===== config.mk =====
export PLATFORM = sky130hd
export DESIGN_NAME = vstu_w_buffer_flat
export DESIGN_NICKNAME = d
export VERILOG_FILES = /design/src/rtl/vstu_w_buffer_pkg.sv /design/src/rtl/vstu_w_buffer_if.sv /design/src/rtl/vstu_w_buffer_fifo.sv /design/src/rtl/vstu_w_buffer.sv /design/src/flat_wrapper.sv
export SDC_FILE = /design/constraint.sdc
export NUM_CORES = 1
export LEC_CHECK = 0
export BUFFER_PORTS_ARGS = -buffer_cell sky130_fd_sc_hd__buf_2
export CAP_MARGIN = 20
export CELL_PAD_IN_SITES_DETAIL_PLACEMENT = 0
export CELL_PAD_IN_SITES_GLOBAL_PLACEMENT = 1
export CORE_ASPECT_RATIO = 1.4
export CORE_MARGIN = 10
export CORE_UTILIZATION = 45
export DETAILED_ROUTE_END_ITERATION = 7
export PLACE_DENSITY_LB_ADDON = 0.08
export SYNTH_ARGS = -nofsm -noshare
export SYNTH_HDL_FRONTEND = slang
export SYNTH_SLANG_ARGS = --single-unit

===== constraint.sdc =====
create_clock -name clk_i -period 4.2 [get_ports clk_i]
set_input_delay 0.42 -clock clk_i [delete_from_list [all_inputs] [get_ports clk_i]]
set_output_delay 0.42 -clock clk_i [all_outputs]
set_load 0.1 [all_outputs]

===== src/rtl/vstu_w_buffer_pkg.sv =====
// Shared types, sizing helpers and defaults for the vector store W-beat buffer.
// The AXI W/B payload structs here are the defaults used by the buffer and its interface.
package vstu_w_buffer_pkg;

    localparam int unsigned VstuWBufDepth = 4;
    localparam int unsigned VstuMaxBursts = 8;

    typedef enum logic [1:0] {
        RESP_OKAY   = 2'b00,
        RESP_EXOKAY = 2'b01,
        RESP_SLVERR = 2'b10,
        RESP_DECERR = 2'b11
    } resp_t;

    typedef struct packed {
        logic [63:0] data;
        logic [7:0]  strb;
        logic        last;
        logic        user;
    } vstu_axi_w_t;

    typedef struct packed {
        logic [3:0] id;
        resp_t      resp;
        logic       user;
    } vstu_axi_b_t;

    function automatic int unsigned idx_width(input int unsigned n);
        return (n > 1) ? $clog2(n) : 1;
    endfunction

    function automatic logic resp_is_err(input resp_t r);
        return (r == RESP_SLVERR) || (r == RESP_DECERR);
    endfunction

endpackage


===== src/rtl/vstu_w_buffer_if.sv =====
// W and B channel bundle between the store unit, the W buffer and the AXI side.
// Signal directions are named from the buffer's point of view.
interface vstu_w_buffer_if
    import vstu_w_buffer_pkg::*;
();

    vstu_axi_w_t vstu_w_i;
    logic        vstu_w_valid_i;
    logic        vstu_w_ready_o;

    vstu_axi_w_t axi_w_o;
    logic        axi_w_valid_o;
    logic        axi_w_ready_i;

    vstu_axi_b_t axi_b_i;
    logic        axi_b_valid_i;
    logic        axi_b_ready_o;

    vstu_axi_b_t vstu_b_o;
    logic        vstu_b_valid_o;
    logic        vstu_b_ready_i;

    modport slave (
        input  vstu_w_i, vstu_w_valid_i,
        output vstu_w_ready_o,
        output axi_w_o, axi_w_valid_o,
        input  axi_w_ready_i,
        input  axi_b_i, axi_b_valid_i,
        output axi_b_ready_o,
        output vstu_b_o, vstu_b_valid_o,
        input  vstu_b_ready_i
    );

    modport master (
        output vstu_w_i, vstu_w_valid_i,
        input  vstu_w_ready_o,
        input  axi_w_o, axi_w_valid_o,
        output axi_w_ready_i,
        output axi_b_i, axi_b_valid_i,
        input  axi_b_ready_o,
        input  vstu_b_o, vstu_b_valid_o,
        output vstu_b_ready_i
    );

endinterface


===== src/rtl/vstu_w_buffer_fifo.sv =====
// Non-fall-through FIFO: the head entry is read from storage, so data pushed in one
// cycle is visible on data_o no earlier than the next cycle.
module vstu_w_buffer_fifo
    import vstu_w_buffer_pkg::*;
#(
    parameter int unsigned DEPTH = 4,
    parameter type dtype = logic,
    localparam int unsigned AddrWidth = idx_width(DEPTH)
) (
    input  logic clk_i,
    input  logic rst_ni,
    output logic full_o,
    output logic empty_o,
    input  dtype data_i,
    input  logic push_i,
    output dtype data_o,
    input  logic pop_i
);

    dtype                 mem_q [DEPTH];
    logic [AddrWidth-1:0] wptr_q, wptr_d;
    logic [AddrWidth-1:0] rptr_q, rptr_d;
    logic [AddrWidth:0]   cnt_q, cnt_d;
    logic                 push, pop;

    assign full_o  = (cnt_q == (AddrWidth+1)'(DEPTH));
    assign empty_o = (cnt_q == '0);
    assign push    = push_i && !full_o;
    assign pop     = pop_i && !empty_o;
    assign data_o  = mem_q[rptr_q];

    // Pointers wrap naturally because DEPTH is a power of two.
    always_comb begin
        wptr_d = wptr_q;
        rptr_d = rptr_q;
        cnt_d  = cnt_q;
        if (push) wptr_d = wptr_q + AddrWidth'(1);
        if (pop)  rptr_d = rptr_q + AddrWidth'(1);
        if (push && !pop)      cnt_d = cnt_q + (AddrWidth+1)'(1);
        else if (pop && !push) cnt_d = cnt_q - (AddrWidth+1)'(1);
    end

    always_ff @(posedge clk_i or negedge rst_ni) begin
        if (!rst_ni) begin
            wptr_q <= '0;
            rptr_q <= '0;
            cnt_q  <= '0;
            for (int i = 0; i < DEPTH; i++) mem_q[i] <= '0;
        end else begin
            wptr_q <= wptr_d;
            rptr_q <= rptr_d;
            cnt_q  <= cnt_d;
            if (push) mem_q[wptr_q] <= data_i;
        end
    end

endmodule


===== src/rtl/vstu_w_buffer.sv =====
// Buffers store-unit W beats toward AXI, caps bursts awaiting B, and passes B responses
// back upstream while recording sticky error and unexpected-response flags.
module vstu_w_buffer
    import vstu_w_buffer_pkg::*;
#(
    parameter int unsigned WDepth    = VstuWBufDepth,
    parameter int unsigned MaxBursts = VstuMaxBursts,
    parameter type axi_w_t = vstu_axi_w_t,
    parameter type axi_b_t = vstu_axi_b_t,
    localparam int unsigned CntWidth = idx_width(MaxBursts) + 1
) (
    input  logic                clk_i,
    input  logic                rst_ni,
    vstu_w_buffer_if.slave      bus,
    input  logic                err_clr_i,
    output logic                b_err_o,
    output logic                b_unexp_o,
    output logic [CntWidth-1:0] outstanding_o,
    output logic                idle_o
);

    logic                w_full, w_empty, w_push, w_pop, w_offer, cap_ok;
    axi_w_t              w_in, w_head;
    axi_b_t              b_in;
    logic                b_hs, burst_inc, burst_dec;
    logic [CntWidth-1:0] outstanding_q, outstanding_d;
    logic                b_err_q, b_err_d;
    logic                b_unexp_q, b_unexp_d;

    assign w_in   = bus.vstu_w_i;
    assign w_push = bus.vstu_w_valid_i && !w_full;

    vstu_w_buffer_fifo #(
        .DEPTH (WDepth),
        .dtype (axi_w_t)
    ) i_w_fifo (
        .clk_i   (clk_i),
        .rst_ni  (rst_ni),
        .full_o  (w_full),
        .empty_o (w_empty),
        .data_i  (w_in),
        .push_i  (w_push),
        .data_o  (w_head),
        .pop_i   (w_pop)
    );

    // Outstanding only grows by popping this same head, so once a held last beat is
    // offered the cap condition cannot revert before its handshake.
    assign cap_ok  = (outstanding_q < CntWidth'(MaxBursts)) || !w_head.last;
    assign w_offer = !w_empty && cap_ok;
    assign w_pop   = w_offer && bus.axi_w_ready_i;

    assign bus.vstu_w_ready_o = !w_full;
    assign bus.axi_w_valid_o  = w_offer;
    assign bus.axi_w_o        = w_head;

    assign b_in               = bus.axi_b_i;
    assign bus.vstu_b_o       = b_in;
    assign bus.vstu_b_valid_o = bus.axi_b_valid_i;
    assign bus.axi_b_ready_o  = bus.vstu_b_ready_i;

    assign b_hs      = bus.axi_b_valid_i && bus.vstu_b_ready_i;
    assign burst_inc = w_pop && w_head.last;
    assign burst_dec = b_hs && (outstanding_q != '0);

    always_comb begin
        outstanding_d = outstanding_q;
        if (burst_inc && !burst_dec)      outstanding_d = outstanding_q + CntWidth'(1);
        else if (burst_dec && !burst_inc) outstanding_d = outstanding_q - CntWidth'(1);
    end

    // A new error in the clear cycle must survive, so set takes priority.
    always_comb begin
        b_err_d   = b_err_q;
        b_unexp_d = b_unexp_q;
        if (err_clr_i) begin
            b_err_d   = 1'b0;
            b_unexp_d = 1'b0;
        end
        if (b_hs && resp_is_err(b_in.resp)) b_err_d   = 1'b1;
        if (b_hs && (outstanding_q == '0))  b_unexp_d = 1'b1;
    end

    always_ff @(posedge clk_i or negedge rst_ni) begin
        if (!rst_ni) begin
            outstanding_q <= '0;
            b_err_q       <= 1'b0;
            b_unexp_q     <= 1'b0;
        end else begin
            outstanding_q <= outstanding_d;
            b_err_q       <= b_err_d;
            b_unexp_q     <= b_unexp_d;
        end
    end

    assign outstanding_o = outstanding_q;
    assign b_err_o       = b_err_q;
    assign b_unexp_o     = b_unexp_q;
    assign idle_o        = w_empty && (outstanding_q == '0);

endmodule


===== src/flat_wrapper.sv =====
// flat-port wrapper written by rule: the top's interface ports become plain ports
module vstu_w_buffer_flat import vstu_w_buffer_pkg::*;
#(
    parameter int unsigned WDepth    = VstuWBufDepth,
    parameter int unsigned MaxBursts = VstuMaxBursts,
    parameter type axi_w_t = vstu_axi_w_t,
    parameter type axi_b_t = vstu_axi_b_t,
    localparam int unsigned CntWidth = idx_width(MaxBursts) + 1
)
  (clk_i, rst_ni, err_clr_i, b_err_o, b_unexp_o, outstanding_o, idle_o, bus_vstu_w_i, bus_vstu_w_valid_i, bus_vstu_w_ready_o, bus_axi_w_o, bus_axi_w_valid_o, bus_axi_w_ready_i, bus_axi_b_i, bus_axi_b_valid_i, bus_axi_b_ready_o, bus_vstu_b_o, bus_vstu_b_valid_o, bus_vstu_b_ready_i);
  vstu_w_buffer_if bus_i ();
  input  logic clk_i;
  input  logic rst_ni;
  input  logic err_clr_i;
  output logic b_err_o;
  output logic b_unexp_o;
  output logic [CntWidth-1:0] outstanding_o;
  output logic idle_o;
  input wire logic [$bits(bus_i.vstu_w_i)-1:0] bus_vstu_w_i;
  input wire logic [$bits(bus_i.vstu_w_valid_i)-1:0] bus_vstu_w_valid_i;
  output wire logic [$bits(bus_i.vstu_w_ready_o)-1:0] bus_vstu_w_ready_o;
  output wire logic [$bits(bus_i.axi_w_o)-1:0] bus_axi_w_o;
  output wire logic [$bits(bus_i.axi_w_valid_o)-1:0] bus_axi_w_valid_o;
  input wire logic [$bits(bus_i.axi_w_ready_i)-1:0] bus_axi_w_ready_i;
  input wire logic [$bits(bus_i.axi_b_i)-1:0] bus_axi_b_i;
  input wire logic [$bits(bus_i.axi_b_valid_i)-1:0] bus_axi_b_valid_i;
  output wire logic [$bits(bus_i.axi_b_ready_o)-1:0] bus_axi_b_ready_o;
  output wire logic [$bits(bus_i.vstu_b_o)-1:0] bus_vstu_b_o;
  output wire logic [$bits(bus_i.vstu_b_valid_o)-1:0] bus_vstu_b_valid_o;
  input wire logic [$bits(bus_i.vstu_b_ready_i)-1:0] bus_vstu_b_ready_i;
  assign bus_i.vstu_w_i = bus_vstu_w_i;
  assign bus_i.vstu_w_valid_i = bus_vstu_w_valid_i;
  assign bus_vstu_w_ready_o = bus_i.vstu_w_ready_o;
  assign bus_axi_w_o = bus_i.axi_w_o;
  assign bus_axi_w_valid_o = bus_i.axi_w_valid_o;
  assign bus_i.axi_w_ready_i = bus_axi_w_ready_i;
  assign bus_i.axi_b_i = bus_axi_b_i;
  assign bus_i.axi_b_valid_i = bus_axi_b_valid_i;
  assign bus_axi_b_ready_o = bus_i.axi_b_ready_o;
  assign bus_vstu_b_o = bus_i.vstu_b_o;
  assign bus_vstu_b_valid_o = bus_i.vstu_b_valid_o;
  assign bus_i.vstu_b_ready_i = bus_vstu_b_ready_i;
  vstu_w_buffer #(.WDepth(WDepth), .MaxBursts(MaxBursts), .axi_w_t(axi_w_t), .axi_b_t(axi_b_t)) u_core (.clk_i(clk_i), .rst_ni(rst_ni), .bus(bus_i), .err_clr_i(err_clr_i), .b_err_o(b_err_o), .b_unexp_o(b_unexp_o), .outstanding_o(outstanding_o), .idle_o(idle_o));
endmodule

==> flow_metrics.tcl <==
set metrics [dict create \
    failed_checks "hold timing" \
    placed_area_mm2 0.0158 \
    clockBufferDepth 3 \
    cts_hold_buf 0 \
    grt_setup_unrepaired "no" \
    clock.fmax_mhz 299 \
    drc 0 \
    rr_worst_depth 8 \
    first_global_vias 9239 \
    wl_per_cell_um 23.9 \
    nNetsFinal 1067 \
    drv_cap 0 \
    max-slew-margin-rel_pct 32.4 \
    fin_setup_tns_ns 0 \
    antenna_found_initial 6 \
    synth_edf_count 0 \
    syn_avg_cell_area_um2 18.4 \
    r2r-start "u_core.outstanding_o[3]" \
    pin_count 180 \
    cts_resized 0 \
    dieArea_mm2 0.0411 \
    vias_per_cell 5.32 \
    ys_seq_elements 309 \
    worstSetupPathType "reg -> out" \
    clk_latency_ns 0.51 \
    cts_tree "done" \
    drive_gt1_share_pct 62.0 \
    grt_pass1_wl_um 55300 \
    critPathLaunch "u_core.i_w_fifo.rptr_q[1]" \
    rows 79 \
    synth_most_common_cell "dfrtp_1" \
    core_mm2 0.0330 \
    drt_iter0_drc 332 \
    cp_max_fo 42 \
    hold_class "in -> async" \
    grtUsageTotal_pct 16.9 \
    synth_top_area_share_pct 51.7 \
    worst_slew_pin_slew_ns 1.01 \
    cts_buffers 34 \
    antenna_left 0 \
    synth_common_cells "309 x dfrtp_1, 240 x mux2_4, 74 x mux4_2" \
    setup_viol 0 \
    num_vias 7668 \
    r2r-end "u_core.outstanding_o[3]" \
    period_share_pct 79.6 \
    first_pass_iters 4 \
    synth_cell_type_count 36 \
    die_x_um 174 \
    globalRouteOverflowTotal 0 \
    wirelength_um 34500 \
    ys_seq_area_share_pct 51.7 \
    io_buffers 167 \
    ys_async_sr_fraction_pct 100 \
    clock-sinks 309 \
    hold-worst-slack_ns -0.0220 \
    post-route-min-period_ns 3.35 \
    synth_ff_type "dfrtp_1" \
    start_util_pct 45.3 \
    worst-r2r-setup-slack_ns 1.38 \
    ys_warn_count 0 \
    synth_cells 812 \
    clock_skew_ns 0.0104 \
    grt_max_degree 128 \
    final_area_mm2 0.0170 \
    ctsHtreeMaxLevel 2 \
    critPathCaptureType "output pin" \
    worstPathArrival_ns 2.93 \
    synth_area_leader_cell "dfrtp_1" \
    areaGrowthSynthToFinish_pct 13.3 \
    hpwlAfterDp_um 22000 \
    critPathRequiredTime_ns 3.78 \
    syn-num-nets 910 \
    status "finished with violations" \
    postCtsSetupRepairBufs 0 \
    gp_congestion 0.758 \
    die_y_um 236 \
    slew_violations 0 \
    cts_root_buf "clkbuf_16" \
    path_clk_slew_ns 0.06 \
    hold_violations 12 \
    worstSetupStartpointType "flip-flop" \
    synth_area_mm2 0.0150 \
    synth_area_leaders "dfrtp_1 52%, mux2_4 24%, mux4_2 11%" \
]
==> logic make-up (layout without fill, tap and decap cells) <==
group                      count (synthesis)  after routing  synth area share [%]
and+or+nand+nor                           26             26                  1.23
buffers and inverters                     70            251                  5.27
AOI/OAI and AO/OA                         14             14                 0.627
xor gates and xnor gates                   6              6                 0.351
DFF                                      309            309                  51.7
adders and majority gates                 10             10                 0.936
other                                      0              4                     0
muxes                                    377            377                  39.9
==> layout by cell type (no fill, tap or decap), types with 8 or more instances in the layout <==
cell type / instances
dfrtp_1: 307
mux2_4: 240
buf_2: 166
mux4_2: 74
mux2_2: 59
clkbuf_16: 37
buf_4: 10
clkbuf_8: 9
nand2_1: 8
inv_1: 8
ha_1: 8
==> worst max path at each step <==
stage,endpoint,slack (ns),cells past startpoint
detailed placement,bus_axi_w_o[6],1.33,4
floorplan,idle_o,0.85,3
global route,bus_axi_w_o[6],0.74,4
finish,bus_axi_w_o[6],0.85,4
global placement,bus_axi_w_o[20],1.39,4
CTS,bus_axi_w_o[6],0.77,4
==> layer usage <==
metal	vias up	part of all wire [%]	GRT usage, %
met5	-	0.032	0
met4	2	2.4	5.40
met3	51	4.5	3.82
met2	148	53	30.3
met1	4154	40	19.6
li1	3313	-	-
==> per-stage QoR <==
stage               util [%]  hold WS, ns  cells  worst slack, ns
finish                  51.4      -0.0220   1442            0.855
global route            51.4       0.0565   1441            0.736
CTS                     51.4       0.0648   1438            0.769
detailed placement      47.9        0.488   1378             1.33
global placement        47.9        0.482   1378             1.39
floorplan                  -        0.124    812            0.851
==> state kept, by name (all words and copies together) (netlist names) <==
register and flops:
u_core.b_unexp_o 1, u_core.i_w_fifo.rptr_q 2, u_core.i_w_fifo.mem_q 296, u_core.i_w_fifo.cnt_q 3, u_core.i_w_fifo.wptr_q 2, u_core.b_err_o 1, u_core.outstanding_o 4
==> worst max-delay path: stages, from the launching register on <==
cell     delay (ns)
dfrtp_4        0.40
buf_4          0.51
buf_4          0.66
mux4_2         0.34
buf_2          0.44
==> layout make-up <==
type                            instances  area [µm²]
Antenna cell                            4        10.0
Clock buffer                           52        1070
Clock inverter                          8        68.8
Fill cell                            2761       16100
Inverter                                8        30.0
Multi-Input combinational cell        433        6440
Sequential cell                       309        7740
Tap cell                              445         557
Timing Repair Buffer                  183        1040
Power is left out: the tool's default activity adds up to more than one toggle a clock period on the data nets, which glitch-free logic cannot reach.
